`config.mk`:
```
export PLATFORM = sky130hd
export DESIGN_NAME = alu_sequencer_flat
export DESIGN_NICKNAME = d
export VERILOG_FILES = /design/src/rtl/alu_sequencer_if.sv /design/src/rtl/alu_sequencer.sv /design/src/flat_wrapper.sv
export SDC_FILE = /design/constraint.sdc
export NUM_CORES = 1
export LEC_CHECK = 0
export ABC_AREA = 1
export CAP_MARGIN = 0
export CORE_MARGIN = 3
export CORE_UTILIZATION = 30
export CTS_BUF_LIST = sky130_fd_sc_hd__clkbuf_8
export CTS_CLUSTER_DIAMETER = 120
export DETAILED_ROUTE_END_ITERATION = 6
export GPL_TIMING_DRIVEN = 0
export PLACE_DENSITY = 0.76
export SLEW_MARGIN = 20
export SYNTH_ARGS = -nofsm -noshare
export SYNTH_HDL_FRONTEND = slang
export SYNTH_SLANG_ARGS = --single-unit
```
`constraint.sdc`:
```
create_clock -name clk -period 4 [get_ports clk]
set_input_delay 1 -clock clk [delete_from_list [all_inputs] [get_ports clk]]
set_output_delay 1 -clock clk [all_outputs]
set_load 0.005 [all_outputs]
```
`src/rtl/alu_sequencer_if.sv`:
```
// Request/response handshake bundle between the decode stage and the ALU sequencer.
interface alu_sequencer_if #(
  parameter int unsigned xlen = 64
) ();
  logic            req_valid;
  logic            req_ready;
  logic [2:0]      req_op;
  logic [xlen-1:0] req_a;
  logic [xlen-1:0] req_b;
  logic            rsp_valid;
  logic            rsp_ready;
  logic [xlen-1:0] rsp_result;
  logic            rsp_taken;
  logic            rsp_err;

  modport master (
    output req_valid, req_op, req_a, req_b, rsp_ready,
    input  req_ready, rsp_valid, rsp_result, rsp_taken, rsp_err
  );

  modport slave (
    input  req_valid, req_op, req_a, req_b, rsp_ready,
    output req_ready, rsp_valid, rsp_result, rsp_taken, rsp_err
  );
endinterface

```
`src/rtl/alu_sequencer.sv`:
```
// Multi-cycle requester for the combinational ALU: encodes the op, holds operands
// for settle_cycles, captures result/zero and returns them over a response handshake.
module alu_sequencer #(
  parameter int unsigned xlen          = 64,
  parameter int unsigned settle_cycles = 1
) (
  input  logic            clk,
  input  logic            rst,
  alu_sequencer_if.slave  bus,
  output logic [xlen-1:0] alu_a,
  output logic [xlen-1:0] alu_b,
  output logic [2:0]      alu_ctrl,
  input  logic [xlen-1:0] alu_result,
  input  logic            alu_zero
);

  localparam int unsigned cnt_w = 4;

  localparam logic [2:0] op_and = 3'd0;
  localparam logic [2:0] op_or  = 3'd1;
  localparam logic [2:0] op_add = 3'd2;
  localparam logic [2:0] op_sub = 3'd3;
  localparam logic [2:0] op_slt = 3'd4;
  localparam logic [2:0] op_beq = 3'd5;
  localparam logic [2:0] op_bne = 3'd6;
  localparam logic [2:0] op_ill = 3'd7;

  typedef enum logic [1:0] {IDLE, EXEC, RESP} state_t;

  state_t            state, state_nxt;
  logic [cnt_w-1:0]  cnt, cnt_nxt;
  logic [2:0]        op_q, op_nxt;
  logic [xlen-1:0]   alu_a_nxt, alu_b_nxt;
  logic [2:0]        alu_ctrl_nxt;
  logic [xlen-1:0]   rsp_result_q, rsp_result_nxt;
  logic              rsp_taken_q, rsp_taken_nxt;
  logic              rsp_err_q, rsp_err_nxt;
  logic              req_ready_q, rsp_valid_q;

  // Branches compare by subtraction; 100/101 are never produced.
  function automatic logic [2:0] encode(input logic [2:0] op);
    case (op)
      op_and:                 encode = 3'b000;
      op_or:                  encode = 3'b001;
      op_add:                 encode = 3'b010;
      op_sub, op_beq, op_bne: encode = 3'b110;
      op_slt:                 encode = 3'b111;
      default:                encode = 3'b000;
    endcase
  endfunction

  always_comb begin
    state_nxt      = state;
    cnt_nxt        = cnt;
    op_nxt         = op_q;
    alu_a_nxt      = alu_a;
    alu_b_nxt      = alu_b;
    alu_ctrl_nxt   = alu_ctrl;
    rsp_result_nxt = rsp_result_q;
    rsp_taken_nxt  = rsp_taken_q;
    rsp_err_nxt    = rsp_err_q;
    case (state)
      IDLE: begin
        if (bus.req_valid) begin
          if (bus.req_op == op_ill) begin
            rsp_result_nxt = '0;
            rsp_taken_nxt  = 1'b0;
            rsp_err_nxt    = 1'b1;
            state_nxt      = RESP;
          end else begin
            alu_a_nxt    = bus.req_a;
            alu_b_nxt    = bus.req_b;
            alu_ctrl_nxt = encode(bus.req_op);
            op_nxt       = bus.req_op;
            cnt_nxt      = cnt_w'(settle_cycles - 1);
            state_nxt    = EXEC;
          end
        end
      end
      EXEC: begin
        if (cnt != '0) begin
          cnt_nxt = cnt - cnt_w'(1);
        end else begin
          rsp_result_nxt = alu_result;
          rsp_err_nxt    = 1'b0;
          rsp_taken_nxt  = (op_q == op_beq) ? alu_zero
                         : (op_q == op_bne) ? ~alu_zero
                         : 1'b0;
          state_nxt      = RESP;
        end
      end
      RESP: begin
        if (bus.rsp_ready) state_nxt = IDLE;
      end
      default: state_nxt = IDLE;
    endcase
  end

  // Handshake flags are registered copies of the next-state decode.
  always_ff @(posedge clk) begin
    if (rst) begin
      state        <= IDLE;
      cnt          <= '0;
      op_q         <= '0;
      alu_a        <= '0;
      alu_b        <= '0;
      alu_ctrl     <= 3'b000;
      rsp_result_q <= '0;
      rsp_taken_q  <= 1'b0;
      rsp_err_q    <= 1'b0;
      req_ready_q  <= 1'b1;
      rsp_valid_q  <= 1'b0;
    end else begin
      state        <= state_nxt;
      cnt          <= cnt_nxt;
      op_q         <= op_nxt;
      alu_a        <= alu_a_nxt;
      alu_b        <= alu_b_nxt;
      alu_ctrl     <= alu_ctrl_nxt;
      rsp_result_q <= rsp_result_nxt;
      rsp_taken_q  <= rsp_taken_nxt;
      rsp_err_q    <= rsp_err_nxt;
      req_ready_q  <= (state_nxt == IDLE);
      rsp_valid_q  <= (state_nxt == RESP);
    end
  end

  assign bus.req_ready  = req_ready_q;
  assign bus.rsp_valid  = rsp_valid_q;
  assign bus.rsp_result = rsp_result_q;
  assign bus.rsp_taken  = rsp_taken_q;
  assign bus.rsp_err    = rsp_err_q;

endmodule

```
`src/flat_wrapper.sv`:
```
// flat-port wrapper written by rule: the top's interface ports become plain ports
module alu_sequencer_flat 
#(
  parameter int unsigned xlen          = 64,
  parameter int unsigned settle_cycles = 1
)
  (clk, rst, alu_a, alu_b, alu_ctrl, alu_result, alu_zero, bus_req_valid, bus_req_op, bus_req_a, bus_req_b, bus_rsp_ready, bus_req_ready, bus_rsp_valid, bus_rsp_result, bus_rsp_taken, bus_rsp_err);
  alu_sequencer_if #(.xlen(xlen)) bus_i ();
  input  logic clk;
  input  logic rst;
  output logic [xlen-1:0] alu_a;
  output logic [xlen-1:0] alu_b;
  output logic [2:0] alu_ctrl;
  input  logic [xlen-1:0] alu_result;
  input  logic alu_zero;
  input wire logic [$bits(bus_i.req_valid)-1:0] bus_req_valid;
  input wire logic [$bits(bus_i.req_op)-1:0] bus_req_op;
  input wire logic [$bits(bus_i.req_a)-1:0] bus_req_a;
  input wire logic [$bits(bus_i.req_b)-1:0] bus_req_b;
  input wire logic [$bits(bus_i.rsp_ready)-1:0] bus_rsp_ready;
  output wire logic [$bits(bus_i.req_ready)-1:0] bus_req_ready;
  output wire logic [$bits(bus_i.rsp_valid)-1:0] bus_rsp_valid;
  output wire logic [$bits(bus_i.rsp_result)-1:0] bus_rsp_result;
  output wire logic [$bits(bus_i.rsp_taken)-1:0] bus_rsp_taken;
  output wire logic [$bits(bus_i.rsp_err)-1:0] bus_rsp_err;
  assign bus_i.req_valid = bus_req_valid;
  assign bus_i.req_op = bus_req_op;
  assign bus_i.req_a = bus_req_a;
  assign bus_i.req_b = bus_req_b;
  assign bus_i.rsp_ready = bus_rsp_ready;
  assign bus_req_ready = bus_i.req_ready;
  assign bus_rsp_valid = bus_i.rsp_valid;
  assign bus_rsp_result = bus_i.rsp_result;
  assign bus_rsp_taken = bus_i.rsp_taken;
  assign bus_rsp_err = bus_i.rsp_err;
  alu_sequencer #(.xlen(xlen), .settle_cycles(settle_cycles)) u_core (.clk(clk), .rst(rst), .bus(bus_i), .alu_a(alu_a), .alu_b(alu_b), .alu_ctrl(alu_ctrl), .alu_result(alu_result), .alu_zero(alu_zero));
endmodule
```
* After elaboration in Yosys (flattened, before gate mapping)
Cells that the tools add are included.
** Word-level totals
- Bits of input ports :: 200
- Logic and storage cells :: 63
- Flip-flop bits (word level) :: 208
- Output and inout port bits :: 199
** Cells by class
- Equality and inequality tests :: 17
- Reduce and logical (&&, ||, !) cells :: 8
- Bitwise gates (word level) :: 2
- Multiplexer cells :: 24
- Add/subtract/negate cells :: 1
** Operator list (number)
- 64-bit 2-to-1 mux :: 3
- 64-bit case mux with 2 select lines :: 1
- 3-bit == test (second input constant) :: 6
- 4-bit 2-to-1 mux :: 3
- 3-bit case mux with 4 select lines :: 1
- 1-bit 2-to-1 mux :: 8
- 2-bit 2-to-1 mux :: 4
- 4-bit case mux with 2 select lines :: 1
- 4-bit AND reduction :: 2
- 3-bit by 2-bit == test with 1-bit output (second input constant) :: 2
- 2-bit inequality test (second input constant) :: 3
- 2-bit case mux with 3 select lines :: 1
- 2-bit == test (second input constant) :: 2
- 2-bit zero test :: 2
- 2-bit by 1-bit inequality test with 1-bit output (second input constant) :: 2
- 1-bit case mux with 2 select lines :: 2
- 4-bit nonzero test :: 1
- 4-bit by 1-bit subtractor with 4-bit output (second input constant) :: 1
- 3-bit by 1-bit == test with 1-bit output (second input constant) :: 1
- 3-bit AND reduction :: 1
- 3-bit OR reduction :: 1
- 2-bit by 1-bit == test with 1-bit output (second input constant) :: 1
- 1-bit NOT :: 2
- 2-bit nonzero test :: 1

* Longest topological paths before layout
- Depth in word-level cells :: 5
- Depth in mapped cells :: 9
- Gate-level depth less buffers :: 8

* Worst setup path before layout
Ideal clock, no wire load.
- Path kind :: input-to-reg
- Start :: in bus_req_op[0]
- End :: reg u_core.alu_a[27]
- Buffers on the path :: 2
- Setup time :: 0.128 ns
- Arrival :: 1.781 ns
- Stages on the path :: 7
- Required time :: 3.872 ns
- Setup slack :: 2.091 ns
- Cells stage by stage :: nand2_1 -> inv_2 -> nand2_1 -> nand3_2 -> buf_2 -> clkbuf_1 -> a21oi_1
** Between the ends
- Longest elaborated chain between the ends :: 3
** Ends and longest elaborated chain
- start: declaration :: line flat_wrapper.sv:17 : input wire logic [$bits(bus_i.req_op)-1:0] bus_req_op;
- 3-bit == test :: line alu_sequencer.sv:65 : if (bus.req_op == op_ill) begin
- 1-bit NOT (no source line)
- 3-bit AND reduction (no source line)
- end signal: assignment :: line alu_sequencer.sv:117 : alu_a <= alu_a_nxt;
- end: declaration :: line alu_sequencer.sv:10 : output logic [xlen-1:0] alu_a,
Every way passes these cells.
A chain may end at the register's enable or synchronous reset.

==> summary.md <==
| Metric | Value |
|---|---|
| WHS Path Cells | 1 |
| Final instance area | 12600 um2 |
| Worst R2R Setup Slack | 2330 ps |
| Num CTS Buffers | 36 |
| DR vias | 7765 |
| Dpl cells | 1657 |
| Clk network pwr share | 0.327 |
| Vias in the first global route | 7745 |
| Setup TNS | 0 ps |
| Setup WS post-layout | 1430 ps |
| Routed Antenna Nets | 0 |
| Power Dens Cells | 463 nW/um2 |
| Seq pwr share | 0.425 |
| Pint | 4.17 mW |
| Sw Share | 0.282 |
| CP Max Fanout | 10 |
| Status | finished, final reports clean |
| R2r worst-path depth | 6 |
| Number of H-tree levels | 2 |
| Wirelength per Cell | 15.8 um |
| Mean Syn Cell Area | 7.98 um2 |
| Worst path required time | 4420 ps |
| Post-synth net total | 1137 |
| Measured slew at the worst slew-check pin | 527 ps |
| Min-delay worst type | reg2reg |
| Fill count | 2312 |
| CP Capture Type | flop |
| Setup WS pre-CTS | 857 ps |
| Core box area | 24400 um2 |
| Share of layout cells above drive strength 1 | 0.0661 |
| Sink Count | 208 |
| Reg clk slew, reported paths | 50 ps |
| Most frequent cells in the layout | 398 x clkdlybuf4s50_1, 208 x dfxtp_1, 202 x a21oi_1, 154 x nand2_1, 146 x inv_1 |
| Die X | 164 um |
| Most common cell after layout, fill and taps aside | clkdlybuf4s50_1 |
| Total GRT Usage | 0.192 |
| Num ports | 399 |
| Post-CTS Setup Bufs | 0 |
| DR iter-0 viols | 305 |
| Reg2reg start | u_core.state[1] |
| Nets@finish | 1573 |
| # port buffers | 398 |
| Initial Util | 0.306 |
| Grt ovf | 0 |
| Seq/Total Area, Yosys | 0.558 |
| Max Cap Viol | 0 |
| Worst reg2reg endpoint | u_core.alu_b[49] |
| Latest clock arrival within the worst-skew pair | 510 ps |
| Via density | 4.52 |
| Maximum vdd drop | 240 uV |
| Detailed Routing Iterations Pass 1 | 4 |
| Final hold viol count | 0 |
| Final HPWL DP | 20300 um |
| Netlist cell types | 25 |
| Initial antenna violation count | 3 |
| Highest Clock Rate | 389 MHz |
| Final period utilization | 0.643 |
| Slew Viols, Final | 0 |
| Syn Inst Count | 935 |
| Switching pwr | 1.64 mW |
| Global-route wire length before repair | 40900 um |
| Leak Pwr | 4.74 nW |
| RSZ-0062 raised after global routing | false |
| Crit path time final | 2570 ps |
| Hold_buf cts | 0 |
| Drt drc | 0 |
| Max Clock Skew | 17.7 ps |
| Gp weighted congestion | 0.816 |
| Worst Setup Start Kind | primary input |
| Post-Layout Cell Count | 1718 |
| Die height | 164 um |
| Area after DPL | 11900 um2 |
| Yosys warns | 0 |
| Setup CP Type | in2reg |
| Sink of the worst hold path | u_core.cnt[0] |
| Die area | 26800 um2 |
| Area Growth Syn to Fin | 68.2% |
| Synthesized area | 7460 um2 |
| Resized cells post-CTS | 0 |
| Relative slew slack | 0.649 |
| TritonCTS clock tree | built |
| Largest net degree at the start of global routing | 11 |
| Final Setup Violations | 0 |
| WP data arrival | 2990 ps |
| Root buf cell | clkbuf_8 |
| Startpoint of the most critical hold path | u_core.cnt[0] |
| Site row count | 57 |
| Comb power frac | 0.248 |
| Total wire length | 27100 um |
| Yosys reg bits | 208 |
| Clock Path Buffers | 3 |
[registers in the layout (all words and copies together) (netlist names)]
| name | cells |
|---|---|
| u_core.state | 2 |
| u_core.op_q | 3 |
| u_core.alu_a | 64 |
| u_core.bus.rsp_valid | 1 |
| u_core.alu_ctrl | 3 |
| u_core.bus.rsp_err | 1 |
| u_core.bus.rsp_taken | 1 |
| u_core.alu_b | 64 |
| u_core.bus.req_ready | 1 |
| u_core.cnt | 4 |
| u_core.bus.rsp_result | 64 |
[metrics by stage]
step	total power [mW]	util	hold slack, ps
floorplan	3.05	-	407
global placement	3.92	0.486	416
CTS	5.88	0.514	433
detailed placement	3.95	0.486	425
finish	5.81	0.515	430
global route	6.12	0.515	459
[routing by layer]
| metal | track usage | wire length (um) | up-vias |
|---|---|---|---|
| met2 | 0.336 | 13200 | 325 |
| met3 | 0.0716 | 2760 | 52 |
| li1 | - | - | 3885 |
| met4 | 0.0746 | 805 | 0 |
| met1 | 0.210 | 10400 | 3503 |
| met5 | 0 | 0 | - |
[power by group through the flow]
stage | Sequential (mW) | Combinational, mW | Clock [mW]
5_1_grt | 2.50 | 1.59 | 2.04
3_3_place_gp | 2.49 | 1.43 | 0
4_1_cts | 2.47 | 1.46 | 1.95
2_1_floorplan | 2.52 | 0.530 | 0
3_5_place_dp | 2.50 | 1.45 | 0
6_report | 2.47 | 1.44 | 1.90
[critical path, cell delays in order]
cell and delay, ps:
clkdlybuf4s50_1 470, clkinv_1 290, clkbuf_1 460, clkbuf_1 400
o21ai_0 190, a21oi_1 180
[cells by family after synthesis]
logic type               Yosys count  synth area share
adder cells (fa/ha/maj)            2           0.00335
AND/OR/NAND/NOR                  179            0.0961
buffers and inverters            206             0.113
XOR/XNOR                           1           0.00117
flip-flops                       208             0.558
AO/OA/AOI/OAI                    339             0.229
[synthesized netlist by cell type]
library cell	count	area share
clkbuf_1	30	0.015
nand2_1	154	0.077
inv_2	4	0.0020
dfxtp_1	208	0.56
buf_2	25	0.017
buf_1	1	0.00050
nor2_1	9	0.0045
buf_6	2	0.0030
a31oi_1	2	0.0017
ha_1	2	0.0034
clkinv_1	1	0.00050
inv_1	137	0.069
xnor2_1	1	0.0012
nor2_2	2	0.0017
nand3_2	3	0.0040
a211oi_1	1	0.0010
o21ai_0	110	0.074
or2_2	1	0.00084
buf_4	6	0.0060
nand3_1	7	0.0047
a21oi_1	202	0.14
o21ai_1	22	0.015
nand3b_1	2	0.0020
o31ai_1	2	0.0020
or2_1	1	0.00084
[final cells by class]
| type | instances | area [um2] | share of cell area |
|---|---|---|---|
| Timing Repair Buffer | 398 | 3980 | 0.317 |
| Antenna cell | 3 | 7.51 | 0.000598 |
| Clock buffer | 44 | 606 | 0.0482 |
| Multi-Input combinational cell | 521 | 2460 | 0.196 |
| Buffer | 64 | 309 | 0.0246 |
| Tap cell | 324 | 405 | 0.0323 |
| Clock inverter | 14 | 88.8 | 0.00708 |
| Sequential cell | 208 | 4160 | 0.332 |
| Inverter | 142 | 533 | 0.0425 |
[worst max path at each step]
stage	start	endpoint	slack, ps	cells past startpoint
6_report	rst	u_core.alu_b[49]	1430	6
3_5_place_dp	rst	u_core.alu_ctrl[1]	860	6
2_1_floorplan	bus_req_op[0]	u_core.alu_a[27]	2090	7
5_1_grt	rst	u_core.alu_b[62]	1210	6
4_1_cts	rst	u_core.alu_ctrl[1]	1410	6
3_3_place_gp	rst	u_core.alu_ctrl[1]	860	6
Power figures use the tool's default switching activity.
==> patch 1, RTL diff (config.mk and constraints unchanged) <==
Take the reset off `rsp_result_q` and load it in a clocked block of its own.
--- a/src/rtl/alu_sequencer.sv
+++ b/src/rtl/alu_sequencer.sv
@@ -105,7 +105,6 @@
       alu_a        <= '0;
       alu_b        <= '0;
       alu_ctrl     <= 3'b000;
-      rsp_result_q <= '0;
       rsp_taken_q  <= 1'b0;
       rsp_err_q    <= 1'b0;
       req_ready_q  <= 1'b1;
@@ -117,12 +116,15 @@
       alu_a        <= alu_a_nxt;
       alu_b        <= alu_b_nxt;
       alu_ctrl     <= alu_ctrl_nxt;
-      rsp_result_q <= rsp_result_nxt;
       rsp_taken_q  <= rsp_taken_nxt;
       rsp_err_q    <= rsp_err_nxt;
       req_ready_q  <= (state_nxt == IDLE);
       rsp_valid_q  <= (state_nxt == RESP);
     end
+  end
+
+  always_ff @(posedge clk) begin
+    rsp_result_q <= rsp_result_nxt;
   end
 
   assign bus.req_ready  = req_ready_q;
Function: differs if rst is asserted again (counterexample within 4 cycles, from zero or initial values and one cycle with rst high); with rst held inactive, the same outputs for 4 cycles.
==> patch 1 against the unedited design <==
- routed wire length shrank 2.3%
- power rose by 3.0%
- design area up 3.3%
- worst setup slack improved by 140 ps
- sequential cell count did not move
- die area grew 5.1%
- area after synthesis up 5.3%
- synthesized cell count down 7.0%
- critical path type is now register to output pin
- largest cell class is now flip-flops and latches
==> patch 1: results (changes against the unedited design) <==
Placement
  • PortBufs: 398 (unchanged)
  • Placer congestion estimate: 0.820 (+0.49%)
  • Hpwl dp: 20.2 mm (-0.74%)
  • Post-Place Worst Slack: 1040 ps (+184 ps)

GRT
  • Total Routing Usage GR: 17.8% (-1.4 points)
  • Global-route wire length before repair: 40.0 mm (-2.3%)
  • Initial antenna violation count: 1 (-2)
  • Vias in the first global route: 7,456 (-3.7%)
  • Largest net degree at the start of global routing: 60 (+49)

Worst setup path
  • CP arrival: 1430 ps (-1560 ps)
  • Worst Reg-to-Reg Cells: 7 (+1)
  • Top cell family by delay on the critical path: buffers and inverters
  • Crit path capture: bus_rsp_err
  • Delay of the slowest cell on the worst path: 580 ps (+110 ps)
  • Critical-path maximum fanout: 2 (-8)
  • Critical R2R Launch: u_core.cnt[0]$_SDFFE_PP0P_
  • Slowest-stage cell, CP: clkdlybuf4s50_1
  • R2r endpoint: u_core.bus.rsp_result[28]$_SDFFCE_PN0P_
  • Critical Path Start: u_core.bus.rsp_err$_SDFFE_PP0P_
  • Reg-to-reg slack, setup: 2160 ps (-170 ps)

Synthesis
  • Top post-synthesis cells by area: dfxtp_1, edfxtp_1, inv_1
  • Post-synth top cells: inv_1, dfxtp_1, a21oi_1
  • Asr flop ratio synth: 0% (unchanged)
  • Yosys cell types: 26 (+4.0%)
  • Ys flop type: dfxtp_1
  • Sequential share of the synthesized area: 61.1% (+5.3 points)
  • Post-synthesis net count: 1,072 (-5.7%)
  • Avg Inst Size Synth: 9.03 sq um (+13%)
  • Post-synth EDFFs: 64 (+64)
  • Ys Warns: 0 (unchanged)

Clock network
  • Clock Tree Root: clkbuf_8
  • Clk_lat worst skew: 520 ps
  • CTS Buffer Depth: 3 (unchanged)
  • TritonCTS Buffers: 36 (unchanged)
  • Clock-pin slew on the worst setup and hold paths: 60 ps
  • Post-CTS Resized: 0 (unchanged)
  • Setup Fix Bufs, Post-CTS: 0 (unchanged)
  • Htree depth: 2 (unchanged)

Final layout
  • Filler cells: 2,341 (+1.3%)
  • NumNets Final: 1,509 (-4.1%)
  • Share of layout cells above drive strength 1: 6.91% (+0.29 points)
  • # diodes: 0 (-3)

Pwr
  • P_leak: 5.23 nW (+10%)
  • IR drop worst, VDD: 274 uV (+14%)

Timing
  • Worst rel slew slack: 60.4% (-4.5 points)
  • Setup ws final: 1570 ps (+144 ps)
  • Layout Skew: 9.11 ps (-8.60 ps)

Die
  • Core Box Area: 25,500 sq um (+4.4%)

Hold path
  • Min-delay worst type: register to register

Route
  • TritonRoute pass-1 iters: 5 (+1)
  • Wire per inst: 16.0 um (+1.0%)
  • Vias: 7,373 (-5.0%)
  • DR WL met3: 2.51 mm (-9.0%)
  • Initial drt markers: 416 (+36%)
  • Met1 wire length: 9.93 mm (-4.2%)
  • Max layer used: met5
  • Met2 wire length: 13.1 mm (-0.89%)

Status
  • Status: finished, final reports clean
[patch 1: cell types whose count changed after synthesis, sizes merged, moves of 16 or more]
| cell | change |
|---|---|
| clkbuf | -16 |
| edfxtp | +64 |
| a21oi | -62 |
| inv | +72 |
| dfxtp | -64 |
| nor2 | +71 |
| nand2 | -126 |
[patch 1: kinds of logic (layout without fill, tap and decap cells)]
logic type / count (synthesis) / after routing / share of synthesized area [%]
AOI/OAI and AO/OA: 276 / 276 / 17.7
adders and majority gates: 2 / 2 / 0.318
and+or+nand+nor: 120 / 120 / 6.38
DFF: 208 / 208 / 61.1
buffers and inverters: 264 / 726 / 14.4
[patch 1: report_power, final]
part	switching (mW)	total [mW]	internal [mW]
logic	0.653	1.48	0.826
clock network	0.857	1.87	1.02
registers	0.127	2.63	2.50
[patch 1: how the worst min path moves through the flow]
stage | depth (start not counted) | slack, ps | end | start
final | 2 | 440 | u_core.alu_b[2]$_SDFFE_PP0P_ | u_core.alu_b[2]$_SDFFE_PP0P_
after global routing | 2 | 460 | u_core.alu_b[13]$_SDFFE_PP0P_ | u_core.alu_b[13]$_SDFFE_PP0P_
after CTS | 2 | 440 | u_core.alu_a[23]$_SDFFE_PP0P_ | u_core.alu_a[23]$_SDFFE_PP0P_
after detailed placement | 2 | 440 | u_core.alu_a[7]$_SDFFE_PP0P_ | u_core.alu_a[7]$_SDFFE_PP0P_
after global placement | 2 | 430 | u_core.alu_b[26]$_SDFFE_PP0P_ | u_core.alu_b[26]$_SDFFE_PP0P_
after floorplan | 2 | 430 | u_core.op_q[2]$_SDFFE_PP0P_ | u_core.op_q[2]$_SDFFE_PP0P_
[patch 1: layout make-up]
class	instances	share of cell area (%)
inverter	213	6.18
timing repair buffer	399	30.9
clock inverter	21	0.858
multi-input combinational	398	14.8
sequential	208	37.0
tap	330	3.18
buffer	51	2.58
clock buffer	42	4.46
[patch 1: metal layers]
| layer | GRT usage (%) | vias to the layer above |
|---|---|---|
| li1 | - | 3622 |
| met3 | 5.94 | 64 |
| met2 | 31.7 | 347 |
| met5 | 0 | - |
| met4 | 6.76 | 2 |
| met1 | 19.5 | 3338 |
[patch 1: per-stage QoR]
| step | std cells | power (mW) | setup TNS [ps] | instance area [sq um] | hold WS (ps) |
|---|---|---|---|---|---|
| 2_1_floorplan | 870 | 3.21 | 0 | 7860 | 430 |
| 3_3_place_gp | 1598 | 4.12 | -16770 | 12300 | 431 |
| 3_5_place_dp | 1599 | 4.16 | 0 | 12300 | 436 |
| 4_1_cts | 1662 | 6.07 | 0 | 13000 | 444 |
| 5_1_grt | 1662 | 6.29 | 0 | 13000 | 460 |
| 6_report | 1662 | 5.98 | 0 | 13000 | 443 |
==> patch 2, RTL diff (same settings) <==
Made on the original files. `xlen` is set to 64 in 3 places; all go to 68.
--- a/src/rtl/alu_sequencer_if.sv
+++ b/src/rtl/alu_sequencer_if.sv
@@ -1,6 +1,6 @@
 // Request/response handshake bundle between the decode stage and the ALU sequencer.
 interface alu_sequencer_if #(
-  parameter int unsigned xlen = 64
+  parameter int unsigned xlen = 68
 ) ();
   logic            req_valid;
   logic            req_ready;
--- a/src/rtl/alu_sequencer.sv
+++ b/src/rtl/alu_sequencer.sv
@@ -1,7 +1,7 @@
 // Multi-cycle requester for the combinational ALU: encodes the op, holds operands
 // for settle_cycles, captures result/zero and returns them over a response handshake.
 module alu_sequencer #(
-  parameter int unsigned xlen          = 64,
+  parameter int unsigned xlen          = 68,
   parameter int unsigned settle_cycles = 1
 ) (
   input  logic            clk,
--- a/src/flat_wrapper.sv
+++ b/src/flat_wrapper.sv
@@ -1,7 +1,7 @@
 // flat-port wrapper written by rule: the top's interface ports become plain ports
 module alu_sequencer_flat 
 #(
-  parameter int unsigned xlen          = 64,
+  parameter int unsigned xlen          = 68,
   parameter int unsigned settle_cycles = 1
 )
   (clk, rst, alu_a, alu_b, alu_ctrl, alu_result, alu_zero, bus_req_valid, bus_req_op, bus_req_a, bus_req_b, bus_rsp_ready, bus_req_ready, bus_rsp_valid, bus_rsp_result, bus_rsp_taken, bus_rsp_err);
Interface: changed (6 resized); port bits go from 399 to 423. The function was not compared with the original's and may differ.
==> patch 2 against the unedited design <==
- power up 12%
- area after synthesis grew 17%
- sequential cell count rose by 12
- global-route usage fell by 0.88 points
- first-iteration DRC count grew 19%
- worst hold slack better by 2.3 ps
- routed wire length rose by 11%
- design area grew 14%
- worst setup slack improved by 110 ps
==> patch 2: results (changes against the unedited design) <==
Route
  • DR WL met3: 2.97 mm (+7.6%)
  • Vias: 8,199 (+5.6%)
  • Met1 wire length: 11.6 mm (+12%)
  • Met2 wire length: 14.6 mm (+11%)

Placement
  • Post-Place Worst Slack: 928 ps (+71.4 ps)
  • Area after DPL: 13,400 sq um (+13%)
  • Placed cells: 1,784 (+7.7%)
  • PortBufs: 421 (+5.8%)

Final layout
  • Seq cells: 220 (+5.8%)
  • Final cell count without fillers: 1,854 (+7.9%)
  • Layout area overhead: 62.7%
  • Reg area: 4400 sq um (+5.8%)
  • Non-clk invs: 149 (+4.9%)
  • Filler cells: 2,612 (+13%)
  • Clock Buffer Count: 54 (+23%)
  • NumNets Final: 1,662 (+5.7%)
  • Non-clock buffer share: 32.5% (-1.7 points)

Synthesis
  • Sequential share of the synthesized area: 50.3% (-5.5 points)
  • Top post-synthesis cells by area: dfxtp_1, a21oi_1, o21ai_0

Timing
  • Layout Skew: 23.2 ps (+5.49 ps)
  • Worst hold slack: 432 ps (+2.26 ps)

GRT
  • Global-route wire length before repair: 45.6 mm (+12%)
  • GR Util met3: 7.06% (-0.11 points)
  • Initial antenna violation count: 0 (-3)
  • Met2 usage: 32.6% (-1.0 points)
  • GRT met1 Usage: 20.3% (-0.72 points)

Pwr
  • IR drop worst, VDD: 260 uV (+8.2%)
  • Psw: 1.91 mW (+16%)

Worst setup path
  • CP arrival: 1470 ps (-1520 ps)
  • Reg-to-reg slack, setup: 2260 ps (-70 ps)
  • CP endpoint kind: output pin
  • Delay of the slowest cell on the worst path: 570 ps (+100 ps)

Status
  • Status: finished, final reports clean

Die
  • Die footprint: 31,300 sq um (+17%)
## patch 2: cell types whose count changed after synthesis, moves of 12 or more
cell	delta
nand2_1	-76
a21oi_1	-59
a21oi_2	+70
o21ai_1	-22
nand2_4	+60
o21ai_0	+30
dfxtp_1	+12
nand2_2	+23
## patch 2: path summary, 6_finish.rpt
| path | startpoint | endpoint | cells past startpoint |
|---|---|---|---|
| setup / recovery | u_core.bus.rsp_result[21]$_SDFFE_PP0P_ | bus_rsp_result[21] | 1 |
| hold / removal | u_core.cnt[0]$_SDFFE_PP0P_ | u_core.cnt[0]$_SDFFE_PP0P_ | 1 |
| setup reg to reg | u_core.state[1]$_SDFF_PP0_ | u_core.alu_a[57]$_SDFFE_PP0P_ | 5 |
| hold reg to reg | u_core.cnt[0]$_SDFFE_PP0P_ | u_core.cnt[0]$_SDFFE_PP0P_ | 1 |
